$ cat config.mk
export PLATFORM = sky130hd
export DESIGN_NAME = uart_rx_os
export DESIGN_NICKNAME = d
export VERILOG_FILES = /design/src/rtl/uart_pkg.sv /design/src/rtl/uart_baud_tick.sv /design/src/rtl/uart_rx_os.sv
export SDC_FILE = /design/constraint.sdc
export NUM_CORES = 1
export LEC_CHECK = 0
export BUFFER_PORTS_ARGS = -buffer_cell sky130_fd_sc_hd__buf_2
export CAP_MARGIN = 20
export CORE_MARGIN = 5
export CORE_UTILIZATION = 50
export CTS_CLUSTER_DIAMETER = 50
export DETAILED_ROUTE_END_ITERATION = 8
export GPL_TIMING_DRIVEN = 0
export MAX_ROUTING_LAYER = met4
export PLACE_DENSITY_LB_ADDON = 0.05
export SYNTH_ARGS = -nofsm -noshare
export SYNTH_HDL_FRONTEND = slang
export SYNTH_SLANG_ARGS = --single-unit
$ cat constraint.sdc
create_clock -name clk -period 2.02 [get_ports clk]
set_clock_uncertainty 0.15 [all_clocks]
set_input_delay 0.404 -clock clk [delete_from_list [all_inputs] [get_ports clk]]
set_output_delay 0.404 -clock clk [all_outputs]
set_load 0.01 [all_outputs]
$ cat src/rtl/uart_pkg.sv
// Shared types and constants for the oversampled UART blocks.
//   parity_e        : runtime parity selection (cfg_parity encoding)
//   uart_rx_state_e : receiver FSM states
//   OS_RATE / SAMPLE_* : oversampling rate and majority-vote sample points
package uart_pkg;

  typedef enum logic [1:0] {
    PAR_NONE  = 2'd0,
    PAR_ODD   = 2'd1,
    PAR_EVEN  = 2'd2,
    PAR_NONE2 = 2'd3
  } parity_e;

  localparam int unsigned OS_RATE    = 16;
  localparam int unsigned SAMPLE_LO  = 7;
  localparam int unsigned SAMPLE_MID = 8;
  localparam int unsigned SAMPLE_HI  = 9;

  typedef enum logic [2:0] {
    IDLE,
    START,
    DATA,
    PARITY,
    STOP,
    STOP2,
    WAIT_HIGH
  } uart_rx_state_e;

  function automatic logic maj3(logic a, logic b, logic c);
    return (a & b) | (a & c) | (b & c);
  endfunction

endpackage

$ cat src/rtl/uart_baud_tick.sv
// Oversample tick generator: a prescaler counting 0..div and a 4-bit subtick counter
// that advances (wrapping 15->0) on each tick.
//   clk, rst_n : clock, asynchronous active-low reset
//   clear      : restart prescaler and subtick from 0 (no tick in this cycle)
//   div        : tick every div+1 clocks
//   tick       : one-cycle strobe when the prescaler reaches div
//   subtick    : current subtick position within the bit
module uart_baud_tick #(
  parameter int unsigned DIV_WIDTH = 16
) (
  input  logic                 clk,
  input  logic                 rst_n,
  input  logic                 clear,
  input  logic [DIV_WIDTH-1:0] div,
  output logic                 tick,
  output logic [3:0]           subtick
);

  logic [DIV_WIDTH-1:0] cnt_q, cnt_d;
  logic [3:0]           sub_q, sub_d;

  assign tick    = !clear && (cnt_q == div);
  assign subtick = sub_q;

  always_comb begin
    cnt_d = cnt_q + DIV_WIDTH'(1);
    sub_d = sub_q;
    if (clear) begin
      cnt_d = '0;
      sub_d = '0;
    end else if (tick) begin
      cnt_d = '0;
      sub_d = sub_q + 4'd1;
    end
  end

  always_ff @(posedge clk or negedge rst_n) begin
    if (!rst_n) begin
      cnt_q <= '0;
      sub_q <= '0;
    end else begin
      cnt_q <= cnt_d;
      sub_q <= sub_d;
    end
  end

endmodule

$ cat src/rtl/uart_rx_os.sv
// 16x-oversampling UART receiver with runtime divisor/parity/stop configuration,
// 3-sample majority vote per bit and a single-entry valid/ready output register.
//   clk, rst_n        : clock, asynchronous active-low reset
//   cfg_div           : oversample tick every cfg_div+1 clocks (latched at start edge)
//   cfg_parity        : 0/3 none, 1 odd, 2 even (latched at start edge)
//   cfg_stop2         : expect two stop bits (latched at start edge)
//   rx_in             : asynchronous serial line, idle high
//   m_valid/m_ready   : output handshake; m_data and flags describe the held frame
//   m_parity_err      : parity mismatch
//   m_frame_err       : a required stop bit was low (also set on break)
//   m_break           : data, parity and first stop bit all low
//   overrun           : one-cycle pulse when a completed frame could not be stored
//   busy              : FSM not idle
module uart_rx_os
  import uart_pkg::*;
#(
  parameter int unsigned DATA_BITS   = 8,
  parameter int unsigned DIV_WIDTH   = 16,
  parameter int unsigned SYNC_STAGES = 2
) (
  input  logic                 clk,
  input  logic                 rst_n,
  input  logic [DIV_WIDTH-1:0] cfg_div,
  input  logic [1:0]           cfg_parity,
  input  logic                 cfg_stop2,
  input  logic                 rx_in,
  output logic                 m_valid,
  input  logic                 m_ready,
  output logic [DATA_BITS-1:0] m_data,
  output logic                 m_parity_err,
  output logic                 m_frame_err,
  output logic                 m_break,
  output logic                 overrun,
  output logic                 busy
);

  localparam int unsigned CntW = $clog2(DATA_BITS + 1);
  // The tick that moves subtick to N sees subtick == N-1 beforehand.
  localparam logic [3:0] SubLo   = 4'(SAMPLE_LO - 1);
  localparam logic [3:0] SubMid  = 4'(SAMPLE_MID - 1);
  localparam logic [3:0] SubHi   = 4'(SAMPLE_HI - 1);
  localparam logic [3:0] SubLast = 4'(OS_RATE - 1);

  // Input synchroniser, preset to idle level.
  logic [SYNC_STAGES-1:0] sync_q;
  logic                   rx_s, rx_prev_q;

  always_ff @(posedge clk or negedge rst_n) begin
    if (!rst_n) begin
      sync_q    <= '1;
      rx_prev_q <= 1'b1;
    end else begin
      sync_q    <= {sync_q[SYNC_STAGES-2:0], rx_in};
      rx_prev_q <= rx_s;
    end
  end

  assign rx_s = sync_q[SYNC_STAGES-1];

  uart_rx_state_e       state_q, state_d;
  logic [DIV_WIDTH-1:0] div_q, div_d;
  parity_e              par_q, par_d;
  logic                 stop2_q, stop2_d;
  logic                 s_lo_q, s_mid_q;
  logic [DATA_BITS-1:0] shift_q, shift_d;
  logic [CntW-1:0]      bit_cnt_q, bit_cnt_d;
  logic                 par_bit_q, par_bit_d;
  logic                 stop1_q, stop1_d;
  logic                 pe_q, pe_d;
  logic                 fe_q, fe_d;

  logic       start_edge, tick, decide, wrap, bit_val, par_en;
  logic [3:0] subtick;
  logic       done, done_brk, stop1_now;

  assign start_edge = (state_q == IDLE) && rx_prev_q && !rx_s;
  assign decide     = tick && (subtick == SubHi);
  assign wrap       = tick && (subtick == SubLast);
  assign bit_val    = maj3(s_lo_q, s_mid_q, rx_s);
  assign par_en     = (par_q == PAR_ODD) || (par_q == PAR_EVEN);

  uart_baud_tick #(
    .DIV_WIDTH (DIV_WIDTH)
  ) u_baud_tick (
    .clk     (clk),
    .rst_n   (rst_n),
    .clear   (start_edge),
    .div     (div_q),
    .tick    (tick),
    .subtick (subtick)
  );

  always_ff @(posedge clk or negedge rst_n) begin
    if (!rst_n) begin
      s_lo_q  <= 1'b1;
      s_mid_q <= 1'b1;
    end else begin
      if (tick && (subtick == SubLo))  s_lo_q  <= rx_s;
      if (tick && (subtick == SubMid)) s_mid_q <= rx_s;
    end
  end

  always_comb begin
    state_d   = state_q;
    div_d     = div_q;
    par_d     = par_q;
    stop2_d   = stop2_q;
    shift_d   = shift_q;
    bit_cnt_d = bit_cnt_q;
    par_bit_d = par_bit_q;
    stop1_d   = stop1_q;
    pe_d      = pe_q;
    fe_d      = fe_q;
    done      = 1'b0;

    case (state_q)
      IDLE: begin
        if (start_edge) begin
          state_d   = START;
          div_d     = cfg_div;
          par_d     = parity_e'(cfg_parity);
          stop2_d   = cfg_stop2;
          bit_cnt_d = '0;
          pe_d      = 1'b0;
          fe_d      = 1'b0;
        end
      end
      START: begin
        if (decide && bit_val) begin
          state_d = IDLE;
        end else if (wrap) begin
          state_d = DATA;
        end
      end
      DATA: begin
        if (decide) begin
          shift_d   = {bit_val, shift_q[DATA_BITS-1:1]};
          bit_cnt_d = bit_cnt_q + CntW'(1);
          if (bit_cnt_q == CntW'(DATA_BITS - 1)) begin
            state_d = par_en ? PARITY : STOP;
          end
        end
      end
      PARITY: begin
        if (decide) begin
          par_bit_d = bit_val;
          // XOR of data and parity bit is 1 when the total ones count is odd.
          pe_d      = (par_q == PAR_ODD) ? !(^shift_q ^ bit_val) : (^shift_q ^ bit_val);
          state_d   = STOP;
        end
      end
      STOP: begin
        if (decide) begin
          stop1_d = bit_val;
          fe_d    = fe_q | !bit_val;
          if (stop2_q) begin
            state_d = STOP2;
          end else begin
            done    = 1'b1;
            state_d = bit_val ? IDLE : WAIT_HIGH;
          end
        end
      end
      STOP2: begin
        if (decide) begin
          fe_d    = fe_q | !bit_val;
          done    = 1'b1;
          state_d = bit_val ? IDLE : WAIT_HIGH;
        end
      end
      WAIT_HIGH: begin
        if (rx_s) state_d = IDLE;
      end
      default: state_d = IDLE;
    endcase
  end

  assign stop1_now = (state_q == STOP) ? bit_val : stop1_q;
  assign done_brk  = (shift_q == '0) && !(par_en && par_bit_q) && !stop1_now;

  always_ff @(posedge clk or negedge rst_n) begin
    if (!rst_n) begin
      state_q   <= IDLE;
      div_q     <= '0;
      par_q     <= PAR_NONE;
      stop2_q   <= 1'b0;
      shift_q   <= '0;
      bit_cnt_q <= '0;
      par_bit_q <= 1'b0;
      stop1_q   <= 1'b1;
      pe_q      <= 1'b0;
      fe_q      <= 1'b0;
    end else begin
      state_q   <= state_d;
      div_q     <= div_d;
      par_q     <= par_d;
      stop2_q   <= stop2_d;
      shift_q   <= shift_d;
      bit_cnt_q <= bit_cnt_d;
      par_bit_q <= par_bit_d;
      stop1_q   <= stop1_d;
      pe_q      <= pe_d;
      fe_q      <= fe_d;
    end
  end

  // Output holding register: a freed or empty slot takes the frame, otherwise it is dropped.
  logic m_valid_q, m_valid_d, load, overrun_q;

  assign load      = done && (!m_valid_q || m_ready);
  assign m_valid_d = load ? 1'b1 : ((m_valid_q && m_ready) ? 1'b0 : m_valid_q);

  always_ff @(posedge clk or negedge rst_n) begin
    if (!rst_n) begin
      m_valid_q    <= 1'b0;
      overrun_q    <= 1'b0;
      m_data       <= '0;
      m_parity_err <= 1'b0;
      m_frame_err  <= 1'b0;
      m_break      <= 1'b0;
    end else begin
      m_valid_q <= m_valid_d;
      overrun_q <= done && !load;
      if (load) begin
        m_data       <= shift_q;
        m_parity_err <= pe_q;
        m_frame_err  <= fe_d | done_brk;
        m_break      <= done_brk;
      end
    end
  end

  assign m_valid = m_valid_q;
  assign overrun = overrun_q;
  assign busy    = (state_q != IDLE);

endmodule

* After elaboration in Yosys (flattened, before gate mapping) *
Cells that the tools add are included.

operators by class
  add/sub/neg operators = 3
  multipliers = 0
  div/mod/pow operators = 0
  magnitude comparators = 0
  equality and inequality tests = 22
  shifts and indexed selects = 0
  mux-type cells = 34
  bitwise logic cells = 8
  reduce and logical (&&, ||, !) cells = 40

operator list
  cell                     count
  $mux W3                  12
  $mux W16                 2
  $pmux W3 S7              1
  $add A16 B1 Y16 const B  1
  $eq A16 B16 Y1           1
  $mux W4                  4
  $logic_and A1 B1 Y1      14
  $eq A4 B3 Y1 const B     3
  $ne A2 B2 Y1 const B     6
  $mux W1                  11
  $eq A3 B3 Y1 const B     3
  $add A4 B1 Y4 const B    2
  $eq A4 B4 Y1 const B     2
  $logic_not A1 Y1         8
  $logic_not A8 Y1         1
  $pmux W4 S2              1
  $reduce_and A2 Y1        4
  $reduce_and A8 Y1        1
  $reduce_bool A2 Y1       4
  $reduce_xor A8 Y1        1
  $eq A3 B2 Y1 const B     2
  $pmux W1 S2              3
  $reduce_and A3 Y1        2
  $or A1 B1 Y1             4
  other kinds (11)         14

storage, ports and cells
  register bits after elaboration = 76
  latch bits = 0
  bits in writable memories = 0
  bits in read-only memories = 0
  bits of input ports = 23
  word-level logic and storage cells = 129
  memories kept = 0

* Longest topological paths before layout *
  depth after elaboration = 11
  mapped depth = 9
  depth with buffers taken out = 7

* Modules after synthesis *
From an unflattened synthesis, not the netlist that was laid out.

second synthesis, totals
  cell total of the unflattened synthesis = 379
  area total of the unflattened synthesis = 3656.0 um^2

by module, submodules not included
  module          instances  cells each  area each (um^2)  seq. area each (um^2)
  uart_rx_os      1          264         2531.2            1408.9
  uart_baud_tick  1          115         1124.8            500.5

* Worst setup path before layout *
Ideal clock, no wire load.

  path type = reg2reg
  from = register u_baud_tick.cnt_q[2]
  to = register state_q[2]
  arrival time = 1.937 ns
  setup slack = -0.192 ns
  stages on the path, launching flop included = 8
  path buffers = 1
  period minus slack after synthesis = 2.212 ns
  cell sequence = dfrtp_1 > xnor2_1 > nand4_1 > nor4_2 > buf_4 > nand2_2 > a221o_1 > mux2_4

on the way
  cells in the longest elaborated chain, start to end = 6

ends and longest elaborated chain
  item                                                               RTL line              RTL
  start: declaration                                                 uart_baud_tick.sv:19  logic [DIV_WIDTH-1:0] cnt_q, cnt_d;
  start signal: assignment                                           uart_baud_tick.sv:42  cnt_q <= cnt_d;
  $eq A16 B16 Y1 *                                                   uart_baud_tick.sv:22  assign tick = !clear && (cnt_q == div);
  $logic_and A1 B1 Y1 *                                              uart_baud_tick.sv:22
  $logic_and A1 B1 Y1                                                uart_rx_os.sv:77      assign decide = tick && (subtick == SubHi);
  $logic_and A1 B1 Y1                                                uart_rx_os.sv:129     if (decide && bit_val) begin
  $ne A3 B3 Y1 (no line) / $mux W3 (equally long branches)           -
  $reduce_and A8 Y1 (no line) / $pmux W3 S7 (equally long branches)  -
  end signal: assignment                                             uart_rx_os.sv:194     state_q <= state_d;
  end: declaration                                                   uart_rx_os.sv:60      uart_rx_state_e state_q, state_d;

Mark *: on every way between the ends. The rest lies on a longest branch, timed or not.
A chain may end at the register's enable or synchronous reset.

* Worst setup path in the final report *
  from = register u_baud_tick.cnt_q[7]
  to = register state_q[2]

Same word-level chain as after synthesis.

==> results.cfg <==
[run_status]
outcome = finished, violations left
failed_checks = negative setup slack

[flow_run]
maxCapViolCount = 0

[cts]
htree_levels = 3
cts_buffers = 9
clk_path_buf_depth = 2
path_clk_slew_ns = 0.08
clk_latency_ns = 0.34
clock-sinks = 76
root_buffer = clkbuf_8
cts_tree = yes

[floorplanning]
core_area_mm2 = 0.00725
dieArea_mm2 = 0.00924
die_h_um = 96.1
start_util_pct = 51.1
row_count = 31
pin_count = 37
die_width_um = 96.1

[power_and_ir_drop]
p_int_mw = 3.12
clkPwrFrac_pct = 24.8
power_frac_comb_pct = 31.6
worst_ir_drop_vdd_mv = 0.612
p_switching_mw = 1.56
leakagePower_nw = 2.31
power.density_mw_per_mm2 = 1020
switching_share_pct = 33.3
seqPwrFrac_pct = 43.6

[setup_path]
start_kind = register
path_buf_inv = 1
cp.required_ns = 2.09
path_cells = xnor2_1, nand4_1, nor4_2, buf_4, nand2_4, a221o_1, mux2_4
critPathMaxStageDelay_ns = 0.44
crit_family = simple AND/OR/NAND/NOR gates
worst_setup_path_end_kind = register
critical_path.slowest_cell = dfrtp_1
cp_max_fo = 9
worstSetupPathType = reg -> reg
arrival_ns = 2.38

[cells_and_area]
mostFrequentLayoutCells = nand2_1 (70), dfrtp_1 (68), buf_2 (37), xnor2_1 (28), nor2_1 (27)
fin_nets = 459
antennaDiodeCount = 0
final_common_cell = nand2_1
drive_gt1_share_pct = 28.3
synthToLayoutAreaGrowth_pct = 23.4
final_area_mm2 = 0.00458

[synthesis]
synth_xor_area_share_pct = 8.97
syn_inst = 358
syn_nets = 391
synth_area_mm2 = 0.00371
synth.avg_cell_area_um2 = 10.4
synthSimpleGateAreaFrac_pct = 18.6
yosysUniqueCellTypes = 45
synth-compound-area-share_pct = 4.32
synthMuxAreaShare_pct = 9.27
ys_ff_latch = 76
synth_fa_ha_area_share_pct = 3.64
yosys_warnings = 0
synth_top_family_by_area = simple AND/OR/NAND/NOR gates
seq_area_frac_synth_pct = 51.5

[routing]
finalWirelength_mm = 7.35
avgViaCountPerCell = 5.04
drc = 0
drtIter0Drc = 127
wl_per_cell_um = 13.9
ant_nets = 0
first_pass_iters = 5
num_vias = 2672

[sta]
max_slew_margin_pct = 67.8
max_freq_ghz = 0.435
finalSetupViolations = 28
hold_viol = 0
min_period_ns = 2.30
fin_crit_sh_pct = 114
setup_tns_ns = -5.41
slew_violations = 0
whs_ns = 0.0979
rsz0062_at_grt = yes
fin_ws_ns = -0.281
tightest_slew_ns = 0.478

[placed_design]
place_area_mm2 = 0.00407
place_ws_ns = -0.468
dpl.hpwl_mm = 5.06
portBuffers = 36
gp_congestion = 0.834

[global_routing]
antenna_found_initial = 0
overflow = 0
grt_start_max_net_pins = 43
grt_first_pass_wirelength_mm = 12.6
grt_pass1_vias = 2643
grtUsageTotal_pct = 18.2

[hold_path]
hold_path.class = in -> reg
## cells by family (layout without fill, tap and decap cells)
| logic type | after synthesis | after routing |
|---|---|---|
| adders and majority gates | 11 | 11 |
| xor gates and xnor gates | 38 | 38 |
| AOI/OAI and AO/OA | 24 | 24 |
| muxes | 29 | 29 |
| and+or+nand+nor | 149 | 149 |
| buffers and inverters | 31 | 104 |
| DFF | 76 | 76 |
## cell usage after synthesis (all sizes together)
master   count  area (um2)
a32oi        1        8.76
nor2        28         108
o211ai       1        7.51
nand2       74         280
clkbuf       5        18.8
nand3       13        82.6
and2         2        15.0
o2bb2ai      1        8.76
nand2b       3        18.8
nor4         1        12.5
ha          10         125
a221o        1        10.0
dfstp        6         158
dfrtp       70        1750
a22o         3        26.3
a21oi        4        20.0
nor3         6        30.0
or2          1        6.26
nand4        7        43.8
o22ai        1        6.26
mux2i       13         130
buf          8        51.3
o311ai       2        17.5
nor2b        4        25.0
o31ai        1        7.51
nor4b        2        17.5
o21ai        8        40.0
mux2        16         214
inv         18        67.6
and3         7        43.8
a211oi       1        7.51
xor2         8        70.1
maj3         1        10.0
xnor2       30         263
nand3b       1        7.51
## worst register-to-register path: stages (launching register included)
cell	delay (ns)
dfrtp_1	0.44
xnor2_1	0.18
nand4_1	0.11
nor4_2	0.30
buf_4	0.21
nand2_4	0.10
a221o_1	0.40
mux2_4	0.30
## stage by stage
step                utilization [%]  total power, mW  instances
global placement               55.9             3.34        493
floorplan                         -             3.04        358
finish                         63.1             4.68        530
global route                   63.1             5.00        530
detailed placement             56.2             3.36        494
CTS                            62.0             4.68        528
## state kept, by name, indices dropped and copies added, names as in the netlist, 2 cells and up
name and cells:
div_q 16, u_baud_tick.cnt_q 16, m_data 8, shift_q 8
bit_cnt_q 4, u_baud_tick.subtick 4, state_q 3, par_q 2
sync_q 2
## worst paths after layout
kind	from	to	slack [ns]	cells after the start
setup / recovery	u_baud_tick.cnt_q[7]	state_q[2]	-0.28	7
hold / removal	cfg_div[0]	div_q[0]	0.1	3
setup reg to reg	u_baud_tick.cnt_q[7]	state_q[2]	-0.28	7
hold reg to reg	sync_q[0]	sync_q[1]	0.21	0
max in group asynchronous	rst_n	s_lo_q	0.67	3
min in group asynchronous	rst_n	m_data[0]	0.40	2
## cell type report
class | instances | area (um2)
clock buffers | 12 | 155
clock inverters | 4 | 47.5
well taps | 99 | 124
repair buffers | 59 | 417
flip-flops and latches | 76 | 1910
fillers | 624 | 2680
multi-input cells | 251 | 1780
plain buffers | 11 | 75.1
inverters | 18 | 67.6
## power groups by stage
| stage | clock, mW | sequential, mW | combinational [mW] |
|---|---|---|---|
| 6_report | 1.16 | 2.04 | 1.48 |
| 5_1_grt | 1.27 | 2.08 | 1.65 |
| 4_1_cts | 1.20 | 2.04 | 1.45 |
| 3_5_place_dp | 0 | 2.08 | 1.28 |
| 3_3_place_gp | 0 | 2.08 | 1.26 |
| 2_1_floorplan | 0 | 2.03 | 1.01 |
## timing repair
item	4_1_cts	5_1_grt
pin swaps	9	5
endpoints found under the setup margin	58	54
setup buffers	18	3
hold buffers	2	0
endpoints found under the hold margin	35	0
cloned	0	0
resized for setup	18	15
## per-layer routing
| layer | global-route usage [%] | part of all wire (%) |
|---|---|---|
| met1 | 24.3 | 48 |
| met2 | 27.3 | 46 |
| met3 | 3.67 | 4.6 |
| met4 | 6.87 | 1.7 |
| met5 | - | 0 |
Note: power is estimated with default switching activity, not from simulation.
